**src/rtl/uart_rx_fifo.sv**
```systemverilog
// Memory-mapped 8N1 UART receiver: oversampling deframer feeding a small byte FIFO.
// Reads return {ferr, ovr, nonempty, head}, pop the head, and clear the sticky flags.
module uart_rx_fifo #(
    parameter int clk_divider_bit = 43,
    parameter int buffer_depth    = 4
) (
    input  logic        clock,
    input  logic        reset,
    input  logic        uart_rx_valid,
    input  logic        uart_rx_instr,
    input  logic [31:0] uart_rx_addr,
    input  logic [31:0] uart_rx_wdata,
    input  logic [3:0]  uart_rx_wstrb,
    output logic [31:0] uart_rx_rdata,
    output logic        uart_rx_ready,
    input  logic        rx
);
    // state | meaning
    // IDLE  | line idle, waiting for rxs low
    // START | timing to mid start bit to confirm it
    // DATA  | sampling 8 data bits, LSB first
    // STOP  | sampling stop bit, push byte or flag framing error
    typedef enum logic [1:0] {S_IDLE, S_START, S_DATA, S_STOP} state_t;

    localparam int CW = $clog2(clk_divider_bit);
    localparam int AW = $clog2(buffer_depth);

    state_t          r_state, w_state_nxt;
    logic            r_rx_meta, r_rxs;
    logic [CW-1:0]   r_cnt;
    logic [2:0]      r_idx;
    logic [7:0]      r_shift;
    logic [7:0]      r_mem [buffer_depth];
    logic [AW-1:0]   r_wptr, r_rptr;
    logic [AW:0]     r_count;
    logic            r_ferr, r_ovr, r_ready;
    logic [31:0]     r_rdata;

    logic            w_cnt_last, w_cnt_mid;
    logic            w_push, w_set_ferr;
    logic            w_req, w_rd, w_pop, w_push_ok, w_set_ovr;
    logic            w_nonempty, w_full;
    logic [7:0]      w_head;
    logic            w_unused;

    assign w_unused = ^{uart_rx_instr, uart_rx_addr, uart_rx_wdata};

    always_ff @(posedge clock or posedge reset) begin
        if (reset) begin
            r_rx_meta <= 1'b1;
            r_rxs     <= 1'b1;
        end else begin
            r_rx_meta <= rx;
            r_rxs     <= r_rx_meta;
        end
    end

    assign w_cnt_last = (r_cnt == CW'(clk_divider_bit - 1));
    assign w_cnt_mid  = (r_cnt == CW'(clk_divider_bit / 2));

    always_ff @(posedge clock or posedge reset) begin
        if (reset) r_state <= S_IDLE;
        else       r_state <= w_state_nxt;
    end

    always_comb begin
        w_state_nxt = r_state;
        case (r_state)
            S_IDLE:  if (!r_rxs) w_state_nxt = S_START;
            S_START: if (w_cnt_mid) w_state_nxt = r_rxs ? S_IDLE : S_DATA;
            S_DATA:  if (w_cnt_last && r_idx == 3'd7) w_state_nxt = S_STOP;
            S_STOP:  if (w_cnt_last) w_state_nxt = S_IDLE;
            default: w_state_nxt = S_IDLE;
        endcase
    end

    always_comb begin
        w_push     = 1'b0;
        w_set_ferr = 1'b0;
        if (r_state == S_STOP && w_cnt_last) begin
            w_push     = r_rxs;
            w_set_ferr = !r_rxs;
        end
    end

    always_ff @(posedge clock or posedge reset) begin
        if (reset) begin
            r_cnt   <= '0;
            r_idx   <= '0;
            r_shift <= '0;
        end else begin
            case (r_state)
                S_START: begin
                    r_cnt <= w_cnt_mid ? '0 : r_cnt + 1'b1;
                    r_idx <= '0;
                end
                S_DATA: begin
                    if (w_cnt_last) begin
                        r_cnt          <= '0;
                        r_shift[r_idx] <= r_rxs;
                        r_idx          <= r_idx + 1'b1;
                    end else begin
                        r_cnt <= r_cnt + 1'b1;
                    end
                end
                S_STOP:  r_cnt <= w_cnt_last ? '0 : r_cnt + 1'b1;
                default: begin
                    r_cnt <= '0;
                    r_idx <= '0;
                end
            endcase
        end
    end

    // A valid still high during the ready cycle is the tail of the previous request.
    assign w_req      = uart_rx_valid && !r_ready;
    assign w_rd       = w_req && (uart_rx_wstrb == 4'd0);
    assign w_nonempty = (r_count != '0);
    assign w_full     = (r_count == (AW+1)'(buffer_depth));
    assign w_pop      = w_rd && w_nonempty;
    assign w_push_ok  = w_push && (!w_full || w_pop);
    assign w_set_ovr  = w_push && w_full && !w_pop;
    assign w_head     = w_nonempty ? r_mem[r_rptr] : 8'd0;

    always_ff @(posedge clock) begin
        if (w_push_ok) r_mem[r_wptr] <= r_shift;
    end

    always_ff @(posedge clock or posedge reset) begin
        if (reset) begin
            r_wptr  <= '0;
            r_rptr  <= '0;
            r_count <= '0;
            r_ferr  <= 1'b0;
            r_ovr   <= 1'b0;
            r_ready <= 1'b0;
            r_rdata <= '0;
        end else begin
            if (w_push_ok) r_wptr <= r_wptr + 1'b1;
            if (w_pop)     r_rptr <= r_rptr + 1'b1;
            if (w_push_ok && !w_pop)      r_count <= r_count + 1'b1;
            else if (!w_push_ok && w_pop) r_count <= r_count - 1'b1;
            r_ferr  <= w_set_ferr || (r_ferr && !w_rd);
            r_ovr   <= w_set_ovr || (r_ovr && !w_rd);
            r_ready <= w_req;
            r_rdata <= w_rd ? {21'd0, r_ferr, r_ovr, w_nonempty, w_head} : 32'd0;
        end
    end

    assign uart_rx_ready = r_ready;
    assign uart_rx_rdata = r_rdata;
endmodule
```
**config.mk**
```make
export PLATFORM = sky130hd
export DESIGN_NAME = uart_rx_fifo
export DESIGN_NICKNAME = d
export VERILOG_FILES = /design/src/rtl/uart_rx_fifo.sv
export SDC_FILE = /design/constraint.sdc
export NUM_CORES = 1
export LEC_CHECK = 0
export BUFFER_PORTS_ARGS = -buffer_cell sky130_fd_sc_hd__buf_2
export CAP_MARGIN = 20
export CORE_MARGIN = 10
export CORE_UTILIZATION = 45
export DETAILED_ROUTE_END_ITERATION = 10
export GPL_ROUTABILITY_DRIVEN = 0
export HOLD_SLACK_MARGIN = 0.15
export PLACE_DENSITY = 0.79
export SETUP_SLACK_MARGIN = 0.15
export SLEW_MARGIN = 10
export SYNTH_ARGS = -nofsm -noshare
export SYNTH_HDL_FRONTEND = slang
export SYNTH_SLANG_ARGS = --single-unit
```
**constraint.sdc**
```tcl
create_clock -name clock -period 2.4 [get_ports clock]
set_input_delay 0.36 -clock clock [delete_from_list [all_inputs] [get_ports clock]]
set_output_delay 0.36 -clock clock [all_outputs]
set_load 0.05 [all_outputs]
```
## Word-level counts from Yosys, hierarchy flattened

Memory sizes are Yosys's and may differ from the RTL's.
Index checks and enable logic that the tools add are counted.

| storage, ports and cells | value |
|---|---|
| memories | 1 |
| register bits | 42 |
| memory bits (writable) | 32 |
| bits of input ports | 73 |
| logic and storage cells | 87 |
| output and inout bits | 33 |

| cells by class | value |
|---|---|
| reductions and logical operators | 30 |
| eq/ne operators | 12 |
| mux-type cells | 22 |
| magnitude comparators | 2 |
| $add $sub $neg | 6 |
| bitwise operators | 1 |

Memory list:

| memory | depth | width | read ports | clocked after Yosys merged registers in | write ports | RTL line | RTL |
|---|---|---|---|---|---|---|---|
| r_mem | 4 | 8 | 1 | 0 | 1 | 33 | `logic [7:0] r_mem [buffer_depth];` |

Operator list:

| kind | number |
|---|---|
| $logic_and A1 B1 Y1 | 13 |
| $mux W6 | 2 |
| $pmux W6 S2 | 1 |
| $mux W11 | 1 |
| $mux W2 | 5 |
| $ne A2 B2 Y1 const B | 5 |
| $mux W3 | 3 |
| $bwmux W8 | 1 |
| $mux W8 | 1 |
| $pmux W2 S4 | 1 |
| $add A3 B1 Y3 const B | 2 |
| $add A6 B1 Y6 const B | 1 |
| $eq A3 B3 Y1 const B | 2 |
| $eq A6 B5 Y1 const B | 1 |
| $eq A6 B6 Y1 const B | 1 |
| $logic_not A1 Y1 | 6 |
| $pmux W3 S2 | 1 |
| $mux W1 | 5 |
| $add A2 B1 Y2 const B | 2 |
| $eq A2 B2 Y1 const B | 2 |
| $logic_not A4 Y1 | 1 |
| $lt A3 B4 Y1 const B | 1 |
| $reduce_and A2 Y1 | 2 |
| $reduce_and A4 Y1 | 1 |
| 10 further kinds | 12 |

## Depth between registers and ports, before layout

Gate-level depths: netlist of the first run.

| depth | value |
|---|---|
| depth in word-level cells | 10 |
| mapped depth | 11 |
| mapped depth without buffers | 11 |

## Least setup slack after synthesis of the first run

Ideal clock, no wire load.

| path | value |
|---|---|
| kind | register to register |
| start | reg r_ready (netlist: uart_rx_ready) |
| end | reg r_count[2] |
| cell stages (with the launch flop) | 10 |
| path slack | 28 ps |
| data required time | 2321 ps |
| path buffers | 0 |
| arrival | 2293 ps |
| path through | dfrtp_1 and2b_1 nand2_2 a211oi_4 ha_1 inv_1 fa_1 xor2_1 nor2_1 xor2_1 |

| on the way | value |
|---|---|
| longest elaborated chain between the ends | 9 |
| elaborated cells on any way between the ends | 12 |

RTL lines:

| what | RTL line | RTL |
|---|---|---|
| start: declaration | 36 | `logic r_ferr, r_ovr, r_ready;` |
| start signal: assignment | 145 | `r_ready <= w_req;` |
| $logic_not A1 Y1 (*) | 116 | `assign w_req = uart_rx_valid && !r_ready;` |
| $logic_and A1 B1 Y1 (*) | 116 |  |
| via w_req | 41 | `logic w_req, w_rd, w_pop, w_push_ok, w_set_ovr;` |
| $logic_and A1 B1 Y1 (*) | 117 | `assign w_rd = w_req && (uart_rx_wstrb == 4'd0);` |
| $logic_and A1 B1 Y1 (*) | 120 | `assign w_pop = w_rd && w_nonempty;` |
| $logic_or A1 B1 Y1 (*) | 121 | `assign w_push_ok = w_push && (!w_full \|\| w_pop);` |
| $logic_and A1 B1 Y1 (*) | 121 |  |
| via w_push_ok | 41 |  |
| $logic_not A1 Y1 | 142 | `else if (!w_push_ok && w_pop) r_count <= r_count - 1'b1;` |
| $logic_and A1 B1 Y1 | 142 |  |
| $reduce_bool A2 Y1 (no line) | -- |  |
| end signal: assignment | 141 | `if (w_push_ok && !w_pop) r_count <= r_count + 1'b1;` |
| end signal: assignment | 142 |  |
| end: declaration | 35 | `logic [AW:0] r_count;` |

The timed path passes the listed nets; every way through them passes the cells marked *.
A chain may end at the register's enable or synchronous reset.

## Final worst setup path of the first run

| path | value |
|---|---|
| start | reg r_cnt[0] |
| end | reg r_count[2] |

| on the way | value |
|---|---|
| longest elaborated chain between the ends | 7 |
| elaborated cells on any way between the ends | 9 |

RTL lines:

| what | RTL line | RTL |
|---|---|---|
| start: declaration | 30 | `logic [CW-1:0] r_cnt;` |
| start signal: assignment | 94 | `r_cnt <= w_cnt_mid ? '0 : r_cnt + 1'b1;` |
| start signal: assignment | 103 | `r_cnt <= r_cnt + 1'b1;` |
| start signal: assignment | 106 | `S_STOP: r_cnt <= w_cnt_last ? '0 : r_cnt + 1'b1;` |
| $eq A6 B6 Y1 (*) | 58 | `assign w_cnt_last = (r_cnt == CW'(clk_divider_bit - 1));` |
| $logic_and A1 B1 Y1 (*) | 80 | `if (r_state == S_STOP && w_cnt_last) begin` |
| $mux W1 (*) | 80 |  |
| $logic_and A1 B1 Y1 (*) | 121 |  |
| via w_push_ok | 41 |  |
| $logic_not A1 Y1 | 142 |  |
| $logic_and A1 B1 Y1 | 142 |  |
| $reduce_bool A2 Y1 (no line) | -- |  |

Marked as above.

==> results of run 1 <==
[what timing repair did]
action,in CTS,in global routing
setup buffers,3,0
endpoints found under the setup margin,1,2
pin swaps,1,6
gates resized for setup,1,3
hold buffers,2,0
hold endpoints to repair,12,0
[logic make-up after synthesis]
logic type	Yosys count	synth area share, %
flops	74	62.2
simple gates	62	11.6
buf+inv	38	6.88
mux	16	8.46
compound gates	14	3.28
fa+ha+maj	11	4.48
xor+xnor	11	2.97
other cells	1	0.116
[synthesized netlist by cell type (2+ instances only)]
library cell | n | share of area (%)
mux4_2 | 8 | 5.6
mux2_2 | 7 | 2.4
buf_1 | 2 | 0.23
dfrtp_1 | 40 | 31
inv_1 | 11 | 1.3
dfstp_2 | 2 | 1.6
o31ai_1 | 2 | 0.46
nand3_1 | 11 | 1.7
o21ai_0 | 5 | 0.77
and3_1 | 10 | 1.9
xnor2_1 | 6 | 1.6
buf_4 | 21 | 4.9
nor2_1 | 10 | 1.2
xor2_1 | 5 | 1.4
nor3_1 | 4 | 0.62
and2_2 | 5 | 1.2
ha_1 | 10 | 3.9
and2_1 | 2 | 0.39
edfxtp_1 | 32 | 30
clkbuf_1 | 3 | 0.35
nor4_1 | 2 | 0.39
nand2_1 | 7 | 0.81
nor3b_1 | 2 | 0.46
[through the flow]
stage / power, mW / worst slack (ns) / cells / instance area, um2
floorplan: 1.83 / 0.0719 / 247 / 3320
global placement: 1.89 / 0.106 / 345 / 3420
detailed placement: 1.91 / 0.0569 / 345 / 3420
CTS: 3.05 / 0.112 / 366 / 3710
global route: 3.18 / -0.0376 / 366 / 3710
finish: 3.02 / 0.107 / 366 / 3710
[placed cells by master (no fill, tap or decap), drive strengths merged, types with 2 or more instances in the layout]
| cell | instances |
|---|---|
| buf | 32 |
| nor2 | 10 |
| nor3 | 4 |
| nand2 | 9 |
| and3 | 10 |
| dlygate4sd3 | 2 |
| clkinvlp | 2 |
| edfxtp | 32 |
| clkbuf | 11 |
| nor3b | 2 |
| dfstp | 2 |
| bufinv | 3 |
| o31ai | 2 |
| xnor2 | 6 |
| conb | 21 |
| dfrtp | 40 |
| xor2 | 5 |
| mux2 | 8 |
| nand3 | 11 |
| mux4 | 8 |
| inv | 10 |
| nor4 | 3 |
| and2 | 7 |
| o21ai | 5 |
| ha | 10 |
[critical path, cell delays in order, from the launching register on]
cell      delay [ns]
dfrtp_1         0.37
inv_1           0.06
ha_2            0.16
and4bb_4        0.26
nand2_4         0.06
a211oi_4        0.25
ha_2            0.22
inv_2           0.04
fa_2            0.35
xor2_1          0.15
nor2_1          0.13
xor2_1          0.16
[report_power, final]
group	internal (mW)	total, mW	switching (mW)
clock network	0.691	1.13	0.440
registers	1.38	1.50	0.126
logic	0.179	0.388	0.209
total	2.25	3.02	0.775
[area by class of cell]
cell class              count  area share [%]
flip-flops and latches     74            54.3
multi-input cells         135            29.2
repair buffers             34            5.73
clock buffers              11            3.54
well taps                  96            3.24
clock inverters             5            2.83
inverters                  11            1.11
[sequential cells by signal, indices dropped and copies added (netlist names), named ones only]
register / flops
r_cnt: 6
r_count: 3
r_ferr: 1
r_idx: 3
r_mem: 32
r_ovr: 1
r_rptr: 2
r_rx_meta: 1
r_rxs: 1
r_shift: 8
r_state: 1
r_wptr: 2
uart_rx_rdata: 11
uart_rx_ready: 1
[worst max-delay path by stage]
stage                                  start  slack [ns]                     end  depth (start not counted)
after floorplan           r_cnt[0]$_DFF_PP0_        0.07  r_count[2]$_DFFE_PP0P_                         11
after global placement      uart_rx_wstrb[1]        0.11  r_count[2]$_DFFE_PP0P_                         10
after detailed placement    uart_rx_wstrb[1]        0.06  r_count[2]$_DFFE_PP0P_                         10
after CTS                 r_cnt[0]$_DFF_PP0_        0.11  r_count[2]$_DFFE_PP0P_                         11
after global routing      r_cnt[0]$_DFF_PP0_       -0.04  r_count[2]$_DFFE_PP0P_                         11
final                     r_cnt[0]$_DFF_PP0_        0.11  r_count[2]$_DFFE_PP0P_                         11
[layer usage]
layer	up-vias	routed length (um)	track usage (%)
met5	-	0	0
met4	0	61	3.24
met3	6	316	5.47
met2	31	2790	17.4
met1	846	2200	11.5
li1	837	-	-
==> results.cfg, run 1 <==
[run_status]
status = finished clean

[yosys]
synthesis.area_um2 = 3240
synthDistinctLibCells = 43
syn_area_per_cell_um2 = 14.3
synth-edff-count = 32
netlist_instances = 227
ys_ff_latch = 74
yosysSeqAreaShare_pct = 62.2
async_reset_ff_share_pct = 56.8
synth_warnings = 0
synth_flop_cell = dfrtp_1

[global_route]
grt.overflow.total = 0
grt_max_degree = 19
grt_pass1_wl_um = 9170
antenna_found_initial = 0
grt_pass1_vias = 1812
grt_use_total_pct = 10.5

[final_layout]
nNetsFinal = 349
drive_gt1_share_pct = 29.6
diodes = 0
syn_to_final_growth_pct = 14.6
n_fill_cell = 599
multiInputGateArea_um2 = 1080
final_util_pct = 53.7
seq_area_um2 = 2020

[die]
start_util_pct = 46.9
coreArea_um2 = 6910
die-area_um2 = 11000
chipWidth_um = 105
ios = 106
die_h_um = 105
rows = 30

[clock_network]
clk_latency_ns = 0.35
numCtsBuffers = 9
cts_tree = done
clk_path_buf_depth = 2
cts_sinks = 74
root_buffer = clkbuf_8
h-tree-depth = 3
clkTransAtPathRegs_ns = 0.07

[worst_hold_path]
hold_start = uart_rx_valid
min_path_cells = 2
hp-class = in -> reg
min_to = uart_rx_ready$_DFF_PP0_

[setup_path]
critical_path.max_fanout = 2
r2r-start = r_cnt[0]$_DFF_PP0_
startpoint_type = flip-flop
critPathKind = reg -> reg
worstPathArrival_ns = 2.56
critPathRequiredTime_ns = 2.67
worst_setup_path_end_kind = flip-flop
rr_worst_depth = 11
rr_endpoint = r_count[2]$_DFFE_PP0P_
r2r_slack_ns = 0.11

[flow_run]
maxCapViolCount = 0

[drt]
routedWlPerCell_um = 14.7
viasPerCell = 4.70
routed_wirelength_um = 5370
ant_nets = 0
dr.first_iter.drc_count = 81
firstDrtPassIters = 4
drc = 0
vias = 1720

[power_and_ir_drop]
vdd_drop_max_v = 0.000449
leakagePower_nw = 1.70
power_density_nw_per_um2 = 814

[timing]
grt_setup_unrepaired = yes
timing.fmax_mhz = 436
hold_viol = 0
tightestPinTransition_ns = 0.586
report.final.slew_viol_count = 0
relSlewSlack_pct = 60.9
whs_ns = 0.298
fin_crit_ns = 2.29
setup_viol = 0
clock_skew_ns = 0.00985
tns_ns = 0
finalCritPeriodShare_pct = 95.5

[placement]
io_buffers = 19
dp_hpwl_um = 3840
No activity file was read; power rests on OpenSTA's default activity.
==> run 2: changes to the inputs <==
--- a/config.mk
+++ b/config.mk
@@ -8,11 +8,11 @@
 export BUFFER_PORTS_ARGS = -buffer_cell sky130_fd_sc_hd__buf_2
 export CAP_MARGIN = 20
 export CORE_MARGIN = 10
-export CORE_UTILIZATION = 45
+export CORE_UTILIZATION = 50
 export DETAILED_ROUTE_END_ITERATION = 10
 export GPL_ROUTABILITY_DRIVEN = 0
 export HOLD_SLACK_MARGIN = 0.15
-export PLACE_DENSITY = 0.79
+export PLACE_DENSITY = 0.83
 export SETUP_SLACK_MARGIN = 0.15
 export SLEW_MARGIN = 10
 export SYNTH_ARGS = -nofsm -noshare
==> constraint.sdc (replaced) <==
create_clock -name clock -period 2.6 [get_ports clock]
set_input_delay 0.39 -clock clock [delete_from_list [all_inputs] [get_ports clock]]
set_output_delay 0.39 -clock clock [all_outputs]
set_load 0.05 [all_outputs]
==> results.cfg, run 2 (synthesis gave the netlist of run 1 again) <==
[run_status]
status = finished clean

[final_layout]
finalInstanceArea_um2 = 3610
final_util_pct = 57.2
layout_common_cells = dfrtp_1 (39), edfxtp_1 (32), conb_1 (21)
n_fill_cell = 515
seq_area_um2 = 2020
final_common_cell = dfrtp_1
nNetsFinal = 346
drive_gt1_share_pct = 29.6
fin_cells = 344
largest_reg_flops = 32
top_register = r_mem
diodes = 0
multiInputGateArea_um2 = 1090
syn_to_final_growth_pct = 11.4

[power_and_ir_drop]
power_density_nw_per_um2 = 688
p_int_mw = 1.76
pwr-share-seq_pct = 56.3
p_clk_share_pct = 30.9
leakagePower_nw = 1.63
p_sw_share_pct = 29.2
p_sw_mw = 0.725
total_power_mw = 2.48
combinationalPowerShare_pct = 12.8
vdd_drop_max_v = 0.000440

[drt]
routed_wirelength_um = 5480
viasPerCell = 5.13
firstDrtPassIters = 4
routedWlPerCell_um = 15.9
vias = 1766
ant_nets = 0
dr.first_iter.drc_count = 60
drc = 0

[global_route]
grt_max_degree = 30
grt_pass1_vias = 1810
grt_use_total_pct = 10.9
grt.overflow.total = 0
antenna_found_initial = 0
grt_pass1_wl_um = 8760

[setup_path]
r2r_slack_ns = 0.25
worstPathArrival_ns = 2.62
r2r-start = r_cnt[0]$_DFF_PP0_
rr_endpoint = r_count[2]$_DFFE_PP0P_
worst_setup_path_end_kind = flip-flop
path_cells = inv_2, ha_2, and4bb_4, nand2_8, a211oi_4, ha_2, inv_2, fa_2, xor2_1, nor2_1, xor2_1
startpoint_type = flip-flop
critPathKind = reg -> reg
critical_path.max_fanout = 4
cpMaxStageDelayCell = dfrtp_2
rr_worst_depth = 11
startpoint = r_cnt[0]$_DFF_PP0_
critical-path-max-stage-delay_ns = 0.44
critPathRequiredTime_ns = 2.87

[timing]
fin_ws_ns = 0.253
whs_ns = 0.342
tns_ns = 0
setup_viol = 0
hold_viol = 0
finalCritPeriodShare_pct = 90.3
relSlewSlack_pct = 59.9
fin_crit_ns = 2.35
tightestPinTransition_ns = 0.600
report.final.slew_viol_count = 0
clock_skew_ns = 0.00685
timing.fmax_mhz = 426
grt_setup_unrepaired = yes

[clock_network]
clk_path_buf_depth = 2
cts_tree = done
numCtsBuffers = 9
h-tree-depth = 3
cts_sinks = 74
clkTransAtPathRegs_ns = 0.07
clk_latency_ns = 0.35
root_buffer = clkbuf_8

[placement]
post-place-cells = 320
dp_hpwl_um = 3850
pre_cts_ws_ns = 0.199
dpl_cell_area_um2 = 3350
io_buffers = 19

[worst_hold_path]
min_to = uart_rx_ready$_DFF_PP0_
hp-class = in -> reg
min_path_cells = 2
hold_start = uart_rx_valid

[die]
chipWidth_um = 100
start_util_pct = 51.3
coreArea_um2 = 6310
ios = 106
rows = 29
die-area_um2 = 10100
die_h_um = 100

[flow_run]
maxCapViolCount = 0
==> run 2: layout make-up <==
cell class / instances / area share [%]
flip-flops and latches: 74 / 55.9
multi-input cells: 135 / 30.3
repair buffers: 31 / 5.27
clock buffers: 10 / 3.54
well taps: 77 / 2.67
clock inverters: 6 / 1.21
inverters: 11 / 1.14
==> run 2: worst max-delay path by stage <==
stage / to / slack [ns] / cells past startpoint
6_report: r_count[2]$_DFFE_PP0P_ / 0.25 / 11
5_1_grt: r_count[2]$_DFFE_PP0P_ / 0.12 / 11
4_1_cts: r_count[2]$_DFFE_PP0P_ / 0.19 / 11
3_5_place_dp: r_count[2]$_DFFE_PP0P_ / 0.20 / 11
3_3_place_gp: r_count[2]$_DFFE_PP0P_ / 0.26 / 11
2_1_floorplan: r_count[2]$_DFFE_PP0P_ / 0.23 / 9
==> run 2: what timing repair did <==
item,4_1_cts,5_1_grt
buffers inserted,0,6
endpoints found under the hold margin,12,0
setup endpoints to repair,0,1
gates resized for setup,0,7
hold buffers,2,0
==> run 2: power groups by stage <==
stage / Combinational [mW] / Clock, mW / Sequential, mW
final: 0.319 / 0.766 / 1.40
after global routing: 0.351 / 0.836 / 1.41
after CTS: 0.311 / 0.785 / 1.40
after detailed placement: 0.308 / 0 / 1.43
after global placement: 0.299 / 0 / 1.42
after floorplan: 0.344 / 0 / 1.35
==> run 2: layer usage <==
metal	up-vias	share of wire, %	global-route usage, %
li1	831	-	-
met1	879	40	11.8
met2	45	52	19.0
met3	11	6.9	4.53
met4	0	1.2	3.48
met5	-	0	0
==> run 2: critical path: cells and delay by family (launching register included) <==
family,cells,cell delay [ns]
compound gates,1,0.25
simple gates,3,0.48
buf+inv,2,0.10
flops,1,0.44
xor+xnor,2,0.29
fa+ha+maj,3,0.70
==> run 3: changes to the inputs <==
==> constraint.sdc (replaced) <==
create_clock -name clock -period 2.4 [get_ports clock]
set_input_delay 0.36 -clock clock [delete_from_list [all_inputs] [get_ports clock]]
set_output_delay 0.36 -clock clock [all_outputs]
set_load 0.05 [all_outputs]
==> results.cfg, run 3 (synthesis gave the netlist of run 1 again) <==
[drt]
wl_met2_um = 2710
wl_met3_um = 339
vias = 1809
firstDrtPassIters = 4
m1WireLength_um = 2130
ant_nets = 0
top_layer = met4
routed_wirelength_um = 5310
routedWlPerCell_um = 15.2
viasPerCell = 5.17
drc = 0
dr.first_iter.drc_count = 69

[timing]
relSlewSlack_pct = 62.4
hold_viol = 0
clock_skew_ns = 0.00939
report.final.slew_viol_count = 0
tightestPinTransition_ns = 0.564
grt_setup_unrepaired = yes
fin_crit_ns = 2.21
whs_ns = 0.305
timing.fmax_mhz = 452
setup_viol = 0
tns_ns = 0
finalCritPeriodShare_pct = 92.2

[worst_hold_path]
min_to = uart_rx_ready$_DFF_PP0_
hp-class = in -> reg
hold_start = uart_rx_valid
min_path_cells = 2

[setup_path]
rr_worst_depth = 11
critPathKind = reg -> reg
startpoint_type = flip-flop
r2r-start = r_cnt[0]$_DFF_PP0_
r2r_slack_ns = 0.19
critPathRequiredTime_ns = 2.67
rr_endpoint = r_count[2]$_DFFE_PP0P_
critical_path.max_fanout = 2
worst_setup_path_end_kind = flip-flop
worstPathArrival_ns = 2.49

[final_layout]
diodes = 0
top_register = r_mem
syn_to_final_growth_pct = 14.1
seq_area_um2 = 2020
nNetsFinal = 352
layout_common_cells = dfrtp_1 (39), edfxtp_1 (32), conb_1 (21)
n_fill_cell = 502
largest_reg_flops = 32
final_common_cell = dfrtp_1
drive_gt1_share_pct = 28.9
multiInputGateArea_um2 = 1080

[clock_network]
cts_sinks = 74
root_buffer = clkbuf_8
h-tree-depth = 3
clkTransAtPathRegs_ns = 0.07
numCtsBuffers = 9
clk_path_buf_depth = 2
clk_latency_ns = 0.35
cts_tree = done

[global_route]
grt_max_degree = 28
grt_pass1_vias = 1824
antenna_found_initial = 0
grt.overflow.total = 0
grt_use_total_pct = 11.0
grt_pass1_wl_um = 8770

[placement]
io_buffers = 19
dp_hpwl_um = 3690

[flow_run]
maxCapViolCount = 0

[die]
ios = 106
rows = 29
start_util_pct = 51.3
die-area_um2 = 10100
die_h_um = 100
coreArea_um2 = 6310
chipWidth_um = 100

[power_and_ir_drop]
power_density_nw_per_um2 = 787
vdd_drop_max_v = 0.000416
leakagePower_nw = 1.71
total_power_mw = 2.91

[run_status]
status = finished clean
run 3: worst max-delay path by stage:
stage | end | from | cells past startpoint
after floorplan | r_count[2]$_DFFE_PP0P_ | r_cnt[0]$_DFF_PP0_ | 11
after global placement | r_count[2]$_DFFE_PP0P_ | uart_rx_wstrb[1] | 10
after detailed placement | r_count[2]$_DFFE_PP0P_ | uart_rx_wstrb[1] | 10
after CTS | r_count[2]$_DFFE_PP0P_ | r_cnt[0]$_DFF_PP0_ | 11
after global routing | r_count[2]$_DFFE_PP0P_ | r_cnt[0]$_DFF_PP0_ | 11
final | r_count[2]$_DFFE_PP0P_ | r_cnt[0]$_DFF_PP0_ | 11
run 3: routing by layer:
metal,vias up,track usage (%)
li1,847,-
met1,896,12.2
met2,52,18.6
met3,14,3.16
met4,0,5.87
met5,-,0
run 3: worst max-delay path, stage by stage (launching register included):
cell and delay [ns]:
dfrtp_1 0.38, inv_1 0.06, ha_1 0.14, and4bb_4 0.26, nand2_4 0.07, a211oi_4 0.21, ha_2 0.22, inv_1 0.05
fa_2 0.33, xor2_1 0.16, nor2_1 0.12, xor2_1 0.15
run 3: cell type report:
type,instances,area share (%)
flip-flops and latches,74,54.6
multi-input cells,135,29.3
repair buffers,37,6.91
clock buffers,13,3.76
well taps,77,2.61
clock inverters,3,1.76
inverters,11,1.12
run 3: timing repair:
item                                    in CTS  in global routing
endpoints found under the hold margin       25                  0
buffers inserted                             4                  3
endpoints found under the setup margin       2                  2
gates resized for setup                      2                  0
hold buffers                                 2                  0
pin swaps                                    4                  3
run 3: metrics by stage:
step | setup WS (ns) | cells | instance area (um2) | util (%)
6_report | 0.187 | 350 | 3690 | 58.5
3_3_place_gp | 0.116 | 324 | 3390 | 53.6
4_1_cts | 0.101 | 346 | 3640 | 57.7
2_1_floorplan | 0.0719 | 247 | 3320 | -
3_5_place_dp | 0.0193 | 324 | 3390 | 53.6
5_1_grt | 0.0614 | 350 | 3690 | 58.5
run 3: power by group:
part	switching [mW]	total (mW)	internal, mW
registers	0.123	1.50	1.38
clock network	0.427	1.01	0.586
logic	0.209	0.394	0.184
